==> src/rtl/mem_fill_arbiter_if.sv <==
// Cache/memory side bundle of the fill arbiter: both cache request paths,
// the shared memory port and the fill strobes back to the caches.
interface mem_fill_arbiter_if #(
    parameter int ADDR_W      = 16,
    parameter int DATA_W      = 16,
    parameter int BLOCK_WORDS = 8,
    parameter int WORD_W      = $clog2(BLOCK_WORDS)
);
    logic              i_miss;
    logic [ADDR_W-1:0] i_miss_addr;
    logic              d_miss;
    logic [ADDR_W-1:0] d_miss_addr;
    logic              d_wr;
    logic [ADDR_W-1:0] d_wr_addr;
    logic [DATA_W-1:0] d_wr_data;
    logic              d_wr_ack;
    logic              mem_en;
    logic              mem_wr;
    logic [ADDR_W-1:0] mem_addr;
    logic [DATA_W-1:0] mem_wdata;
    logic [DATA_W-1:0] mem_rdata;
    logic              mem_rvalid;
    logic [DATA_W-1:0] fill_data;
    logic [WORD_W-1:0] fill_word;
    logic              i_fill_we;
    logic              d_fill_we;
    logic              i_filling;
    logic              d_filling;
    logic              i_fill_done;
    logic              d_fill_done;

    modport slave (
        input  i_miss, i_miss_addr, d_miss, d_miss_addr,
        input  d_wr, d_wr_addr, d_wr_data, mem_rdata, mem_rvalid,
        output d_wr_ack, mem_en, mem_wr, mem_addr, mem_wdata,
        output fill_data, fill_word, i_fill_we, d_fill_we,
        output i_filling, d_filling, i_fill_done, d_fill_done
    );

    modport master (
        output i_miss, i_miss_addr, d_miss, d_miss_addr,
        output d_wr, d_wr_addr, d_wr_data, mem_rdata, mem_rvalid,
        input  d_wr_ack, mem_en, mem_wr, mem_addr, mem_wdata,
        input  fill_data, fill_word, i_fill_we, d_fill_we,
        input  i_filling, d_filling, i_fill_done, d_fill_done
    );
endinterface

==> src/rtl/mem_fill_arbiter.sv <==
// Shares one main-memory port between I-cache and D-cache: pipelined block
// fills on a miss and single-cycle write-through stores.
module mem_fill_arbiter #(
    parameter int ADDR_W      = 16,
    parameter int DATA_W      = 16,
    parameter int BLOCK_WORDS = 8
) (
    input  logic                 clk,
    input  logic                 rst,
    mem_fill_arbiter_if.slave    bus
);
    localparam int WORD_W = $clog2(BLOCK_WORDS);
    localparam int OFF_W  = WORD_W + 1;
    localparam logic [OFF_W-1:0]  BLOCK_CNT = OFF_W'(BLOCK_WORDS);
    localparam logic [OFF_W-1:0]  LAST_WORD = OFF_W'(BLOCK_WORDS - 1);
    localparam logic [ADDR_W-1:0] OFF_MASK  = ADDR_W'(2 * BLOCK_WORDS - 1);

    typedef enum logic [1:0] {
        IDLE  = 2'd0,
        WRITE = 2'd1,
        FILL  = 2'd2,
        DONE  = 2'd3
    } state_t;

    state_t            state_r;
    state_t            state_s;
    logic              src_d_r;
    logic [ADDR_W-1:0] base_r;
    logic [OFF_W-1:0]  iss_cnt_r;
    logic [OFF_W-1:0]  rcv_cnt_r;
    logic              issue_s;
    logic              recv_s;
    logic              last_s;
    logic              start_fill_s;

    // Fill issue/receive qualifiers; a return is only accepted for a word already issued
    always_comb begin
        issue_s = 1'b0;
        recv_s  = 1'b0;
        if (state_r == FILL) begin
            issue_s = (iss_cnt_r < BLOCK_CNT);
            recv_s  = bus.mem_rvalid && (rcv_cnt_r < iss_cnt_r);
        end else begin
            issue_s = 1'b0;
            recv_s  = 1'b0;
        end
        last_s       = recv_s && (rcv_cnt_r == LAST_WORD);
        start_fill_s = (state_r == IDLE) && !bus.d_wr && (bus.d_miss || bus.i_miss);
    end

    // Next-state logic: store beats D miss beats I miss, and only from IDLE
    always_comb begin
        state_s = state_r;
        case (state_r)
            IDLE: begin
                if (bus.d_wr) begin
                    state_s = WRITE;
                end else if (bus.d_miss || bus.i_miss) begin
                    state_s = FILL;
                end else begin
                    state_s = IDLE;
                end
            end
            WRITE: state_s = IDLE;
            FILL: begin
                if (last_s) begin
                    state_s = DONE;
                end else begin
                    state_s = FILL;
                end
            end
            DONE:    state_s = IDLE;
            default: state_s = IDLE;
        endcase
    end

    // State, source/base capture and issue/receive counters
    always_ff @(posedge clk) begin
        if (rst) begin
            state_r   <= IDLE;
            src_d_r   <= 1'b0;
            base_r    <= '0;
            iss_cnt_r <= '0;
            rcv_cnt_r <= '0;
        end else begin
            state_r <= state_s;
            if (start_fill_s) begin
                src_d_r <= bus.d_miss;
                base_r  <= (bus.d_miss ? bus.d_miss_addr : bus.i_miss_addr) & ~OFF_MASK;
            end
            if (state_r == DONE) begin
                iss_cnt_r <= '0;
                rcv_cnt_r <= '0;
            end else begin
                if (issue_s) iss_cnt_r <= iss_cnt_r + OFF_W'(1);
                if (recv_s)  rcv_cnt_r <= rcv_cnt_r + OFF_W'(1);
            end
        end
    end

    assign bus.fill_data = bus.mem_rdata;

    // Output decode; fill write-enables follow mem_rvalid in the same cycle
    always_comb begin
        bus.d_wr_ack    = 1'b0;
        bus.mem_en      = 1'b0;
        bus.mem_wr      = 1'b0;
        bus.mem_addr    = '0;
        bus.mem_wdata   = '0;
        bus.fill_word   = '0;
        bus.i_fill_we   = 1'b0;
        bus.d_fill_we   = 1'b0;
        bus.i_filling   = 1'b0;
        bus.d_filling   = 1'b0;
        bus.i_fill_done = 1'b0;
        bus.d_fill_done = 1'b0;
        case (state_r)
            IDLE: bus.mem_en = 1'b0;
            WRITE: begin
                bus.mem_en    = 1'b1;
                bus.mem_wr    = 1'b1;
                bus.mem_addr  = bus.d_wr_addr;
                bus.mem_wdata = bus.d_wr_data;
                bus.d_wr_ack  = 1'b1;
            end
            FILL: begin
                bus.i_filling = !src_d_r;
                bus.d_filling = src_d_r;
                if (issue_s) begin
                    bus.mem_en   = 1'b1;
                    bus.mem_addr = base_r | ADDR_W'({iss_cnt_r[WORD_W-1:0], 1'b0});
                end else begin
                    bus.mem_en   = 1'b0;
                end
                if (recv_s) begin
                    bus.fill_word = rcv_cnt_r[WORD_W-1:0];
                    bus.i_fill_we = !src_d_r;
                    bus.d_fill_we = src_d_r;
                end else begin
                    bus.fill_word = '0;
                end
            end
            DONE: begin
                bus.i_fill_done = !src_d_r;
                bus.d_fill_done = src_d_r;
            end
            default: bus.mem_en = 1'b0;
        endcase
    end
endmodule

==> src/flat_wrapper.sv <==
// flat-port wrapper written by rule: the top's interface ports become plain ports
module mem_fill_arbiter_flat 
#(
    parameter int ADDR_W      = 16,
    parameter int DATA_W      = 16,
    parameter int BLOCK_WORDS = 8
)
  (clk, rst, bus_i_miss, bus_i_miss_addr, bus_d_miss, bus_d_miss_addr, bus_d_wr, bus_d_wr_addr, bus_d_wr_data, bus_mem_rdata, bus_mem_rvalid, bus_d_wr_ack, bus_mem_en, bus_mem_wr, bus_mem_addr, bus_mem_wdata, bus_fill_data, bus_fill_word, bus_i_fill_we, bus_d_fill_we, bus_i_filling, bus_d_filling, bus_i_fill_done, bus_d_fill_done);
  mem_fill_arbiter_if #(.ADDR_W(ADDR_W), .DATA_W(DATA_W), .BLOCK_WORDS(BLOCK_WORDS)) bus_i ();
  input  logic clk;
  input  logic rst;
  input wire logic [$bits(bus_i.i_miss)-1:0] bus_i_miss;
  input wire logic [$bits(bus_i.i_miss_addr)-1:0] bus_i_miss_addr;
  input wire logic [$bits(bus_i.d_miss)-1:0] bus_d_miss;
  input wire logic [$bits(bus_i.d_miss_addr)-1:0] bus_d_miss_addr;
  input wire logic [$bits(bus_i.d_wr)-1:0] bus_d_wr;
  input wire logic [$bits(bus_i.d_wr_addr)-1:0] bus_d_wr_addr;
  input wire logic [$bits(bus_i.d_wr_data)-1:0] bus_d_wr_data;
  input wire logic [$bits(bus_i.mem_rdata)-1:0] bus_mem_rdata;
  input wire logic [$bits(bus_i.mem_rvalid)-1:0] bus_mem_rvalid;
  output wire logic [$bits(bus_i.d_wr_ack)-1:0] bus_d_wr_ack;
  output wire logic [$bits(bus_i.mem_en)-1:0] bus_mem_en;
  output wire logic [$bits(bus_i.mem_wr)-1:0] bus_mem_wr;
  output wire logic [$bits(bus_i.mem_addr)-1:0] bus_mem_addr;
  output wire logic [$bits(bus_i.mem_wdata)-1:0] bus_mem_wdata;
  output wire logic [$bits(bus_i.fill_data)-1:0] bus_fill_data;
  output wire logic [$bits(bus_i.fill_word)-1:0] bus_fill_word;
  output wire logic [$bits(bus_i.i_fill_we)-1:0] bus_i_fill_we;
  output wire logic [$bits(bus_i.d_fill_we)-1:0] bus_d_fill_we;
  output wire logic [$bits(bus_i.i_filling)-1:0] bus_i_filling;
  output wire logic [$bits(bus_i.d_filling)-1:0] bus_d_filling;
  output wire logic [$bits(bus_i.i_fill_done)-1:0] bus_i_fill_done;
  output wire logic [$bits(bus_i.d_fill_done)-1:0] bus_d_fill_done;
  assign bus_i.i_miss = bus_i_miss;
  assign bus_i.i_miss_addr = bus_i_miss_addr;
  assign bus_i.d_miss = bus_d_miss;
  assign bus_i.d_miss_addr = bus_d_miss_addr;
  assign bus_i.d_wr = bus_d_wr;
  assign bus_i.d_wr_addr = bus_d_wr_addr;
  assign bus_i.d_wr_data = bus_d_wr_data;
  assign bus_i.mem_rdata = bus_mem_rdata;
  assign bus_i.mem_rvalid = bus_mem_rvalid;
  assign bus_d_wr_ack = bus_i.d_wr_ack;
  assign bus_mem_en = bus_i.mem_en;
  assign bus_mem_wr = bus_i.mem_wr;
  assign bus_mem_addr = bus_i.mem_addr;
  assign bus_mem_wdata = bus_i.mem_wdata;
  assign bus_fill_data = bus_i.fill_data;
  assign bus_fill_word = bus_i.fill_word;
  assign bus_i_fill_we = bus_i.i_fill_we;
  assign bus_d_fill_we = bus_i.d_fill_we;
  assign bus_i_filling = bus_i.i_filling;
  assign bus_d_filling = bus_i.d_filling;
  assign bus_i_fill_done = bus_i.i_fill_done;
  assign bus_d_fill_done = bus_i.d_fill_done;
  mem_fill_arbiter #(.ADDR_W(ADDR_W), .DATA_W(DATA_W), .BLOCK_WORDS(BLOCK_WORDS)) u_core (.clk(clk), .rst(rst), .bus(bus_i));
endmodule
==> config.mk <==
export PLATFORM = sky130hd
export DESIGN_NAME = mem_fill_arbiter_flat
export DESIGN_NICKNAME = d
export VERILOG_FILES = /design/src/rtl/mem_fill_arbiter_if.sv /design/src/rtl/mem_fill_arbiter.sv /design/src/flat_wrapper.sv
export SDC_FILE = /design/constraint.sdc
export NUM_CORES = 1
export LEC_CHECK = 0
export ABC_CLOCK_PERIOD_IN_PS = 5900
export CELL_PAD_IN_SITES_DETAIL_PLACEMENT = 1
export CELL_PAD_IN_SITES_GLOBAL_PLACEMENT = 1
export CORE_AREA = 2 2 90 92
export DETAILED_ROUTE_END_ITERATION = 12
export DIE_AREA = 0 0 92 94
export PLACE_DENSITY = 0.84
export SLEW_MARGIN = 0
export SYNTH_ARGS = -nofsm -noshare
export SYNTH_HDL_FRONTEND = slang
export SYNTH_SLANG_ARGS = --single-unit
==> constraint.sdc <==
create_clock -name clk -period 5.9 [get_ports clk]
set_clock_uncertainty 0.15 [all_clocks]
set_input_delay 1.18 -clock clk [delete_from_list [all_inputs] [get_ports clk]]
set_output_delay 1.18 -clock clk [all_outputs]
set_load 0.005 [all_outputs]
==> summary.txt <==
Timing
  – Setup WS post-layout: 1.47 ns
  – Setup TNS: 0 ns
  – Slew Viols, Final: 0
  – Final setup violation count: 0
  – Fmax: ~230 MHz
  – Worst slew pin tran: 0.968 ns
  – Crit share post-route: 75.0%
  – RSZ-0062 raised after global routing: no
  – Endpoints failing hold: 0
  – Slew headroom: 35.4%
  – Final Critical Period: 4.43 ns

Final layout
  – Final core utilization: 35.4%
  – Layout cells sized above 1: 4.41%
  – N_diodes: 0
  – Final instance area: 0.00269 mm2
  – Post-layout nets: 369
  – Area Overhead vs Synth: 62.4%

Setup path
  – Cell family with most CP delay: buffers and inverters
  – Slowest-stage cell, CP: a211oi_2
  – FF-to-FF setup slack: 3.85 ns
  – Crit path from: bus_mem_rvalid
  – Crit path depth: 6
  – Worst endpoint required time: 4.57 ns
  – CP max stage delay: 0.49 ns
  – Crit Reg-Reg Startpoint: u_core.state_r[0]
  – Crit path to: bus_i_fill_we
  – Worst Reg-to-Reg Cells: 5
  – CP endpoint kind: primary output
  – Cell mode on critical path: clkdlybuf4s50_1
  – Buf/Inv on CP: 2
  – Worst Setup Path Type: primary input to primary output
  – Crit path cell chain: clkdlybuf4s50_1 > nand2_1 > a211oi_2 > and2_1 > and2b_1 > clkdlybuf4s50_1
  – Worst setup SP type: primary input
  – Reg2reg end: u_core.src_d_r
  – Critical path peak fanout: 10
  – Worst EP arrival: 3.10 ns

Synth
  – Netlist cell types: 32
  – Main synth FF type: dfxtp_1
  – Synth top area share: 27.8%
  – Post-synth top cells: dfxtp_1, nor2_1, and2_1
  – Mean post-synth cell area: 8.63 um2
  – Yosys reg bits: 23
  – Synth Instances: about 190
  – Cell Area, Synth: 0.00166 mm2
  – FFs w/ async S/R, synth: 0%
  – Post-Syn Nets: roughly 290
  – Top cells by area, synth: dfxtp_1, mux2i_1, buf_4
  – Leading area contributor after synthesis: dfxtp_1
  – Seq/Total Area, Yosys: 27.8%
  – Top-count cell post-synth: dfxtp_1
  – EDFF count, synth: 0
  – Synthesis warning total: 0

Power and ir drop
  – Sw Pwr: 104 uW
  – Max VDD drop: 91.4 uV
  – Switching Share: a little over a quarter
  – Leak pwr: ~0.0011 uW
  – Tot Pwr: roughly 390 uW
  – Comb pwr share: 30.4%
  – Clock power frac: 25.9%
  – Sequential share of power: a little over two fifths
  – Cell Int Power: 287 uW
  – Pwr dens: 145 mW/mm2

Clocking
  – Hold buffer count at CTS: 0
  – CTS root buf: clkbuf_8
  – Setup Fix Bufs, Post-CTS: 0
  – H-tree depth: 1
  – Worst skew pair latency: between 0.2 and 0.3 ns
  – Post-CTS Resized: 0
  – CTS tree: done
  – Clk sinks: 23
  – Clk slew on worst S/H paths: 0.09 ns
  – Maximum clock path buffer count: 2
  – Cts bufs inserted: 3

Floorplanning
  – Site Rows: 32
  – Core Area: 0.00761 mm2
  – Die ar.: between 0.008 and 0.009 mm2
  – Die Y: 94 um
  – Initial Util: 21.8%
  – IO Pins: 146
  – Die width: 92 um

Placed design
  – DPL Wire Length: 4580 um
  – Routability cong.: 0.774
  – Pre-CTS setup slack: roughly 1.5 ns
  – Placed instance area: 0.00265 mm2
  – IO Port Bufs: 105

GRT
  – Total track usage: around an eighth
  – First-pass GRT wire length: 8850 um
  – Global route overflow: 0
  – Initial antenna violation count: 0
  – Number of global-route vias before repair: 1812
  – Largest net degree at the start of global routing: 26

Min path
  – Hold crit path type: flop to flop

Route
  – Final WL: 5690 um
  – Via count: about 1700
  – Post-route ant nets: 0
  – Residual DRC count: 0
  – Pre-antenna DRT Iters: 4
  – Via/cell ratio: 4.45
  – Initial DRC count: 28
  – Wire per inst: 15.2 um

Status
  – Status: finished clean

Run
  – Max-cap violations: 0
-- sequential cells by signal, indices dropped and copies added, names as in the netlist --
signal	flops
u_core.rcv_cnt_r	4
u_core.state_r	2
u_core.iss_cnt_r	4
u_core.src_d_r	1
u_core.base_r	12
-- layer usage --
metal	wire, um	track usage (%)
met1	2260	14.6
met2	3150	25.1
met3	251	2.49
met4	21	2.36
met5	0	0
-- cell type report --
cell class	count	area [um2]
Inverter	5	18.8
Clock buffer	4	45.0
Multi-Input combinational cell	135	990
Tap cell	102	128
Sequential cell	23	460
Timing Repair Buffer	105	1050
Fill cell	896	4910
-- worst min-delay path: stages, from the launching register on --
cell     delay [ns]
dfxtp_1        0.32
inv_1          0.06
a21oi_1        0.06
-- worst min-delay path by stage --
stage                         from                   to  cells past startpoint
3_3_place_gp   u_core.iss_cnt_r[3]  u_core.iss_cnt_r[3]                      2
5_1_grt           u_core.base_r[8]     u_core.base_r[8]                      2
2_1_floorplan  u_core.iss_cnt_r[3]  u_core.iss_cnt_r[3]                      2
4_1_cts        u_core.iss_cnt_r[3]  u_core.iss_cnt_r[3]                      2
6_report       u_core.iss_cnt_r[3]  u_core.iss_cnt_r[3]                      2
3_5_place_dp   u_core.iss_cnt_r[3]  u_core.iss_cnt_r[3]                      2
-- layout by cell type, fill, tap and decap left out, types with 3 or more instances in the layout --
cell type and instances:
and2_1 21, nand4_1 3, clkbuf_8 3, nor2_1 22
dfxtp_1 23, a211oi_1 12, inv_1 5, nand2_1 8
mux2i_1 15, ha_1 10, a22o_1 15, clkdlybuf4s50_1 105
and3_1 5
-- power by group through the flow --
stage / Combinational, uW / Sequential, uW / Clock, uW
detailed placement: 121 / 175 / 0
global placement: 117 / 175 / 0
finish: 119 / 171 / 101
global route: 130 / 173 / 114
floorplan: 60.6 / 173 / 0
CTS: 121 / 172 / 105
-- cells by family after synthesis --
family          count (synthesis)  synth area share (%)
mux                            15                  9.06
xor+xnor                        2                  1.06
compound gates                 35                  17.7
fa+ha+maj                      10                  7.55
simple gates                   73                  24.4
buf+inv                        34                  12.5
flops                          23                  27.8
-- through the flow --
step / std cells / hold slack (ns)
finish: 374 / 0.327
global route: 374 / 0.382
CTS: 374 / 0.336
detailed placement: 370 / 0.321
global placement: 370 / 0.314
floorplan: 192 / 0.295
No activity file was read; power rests on OpenSTA's default activity.
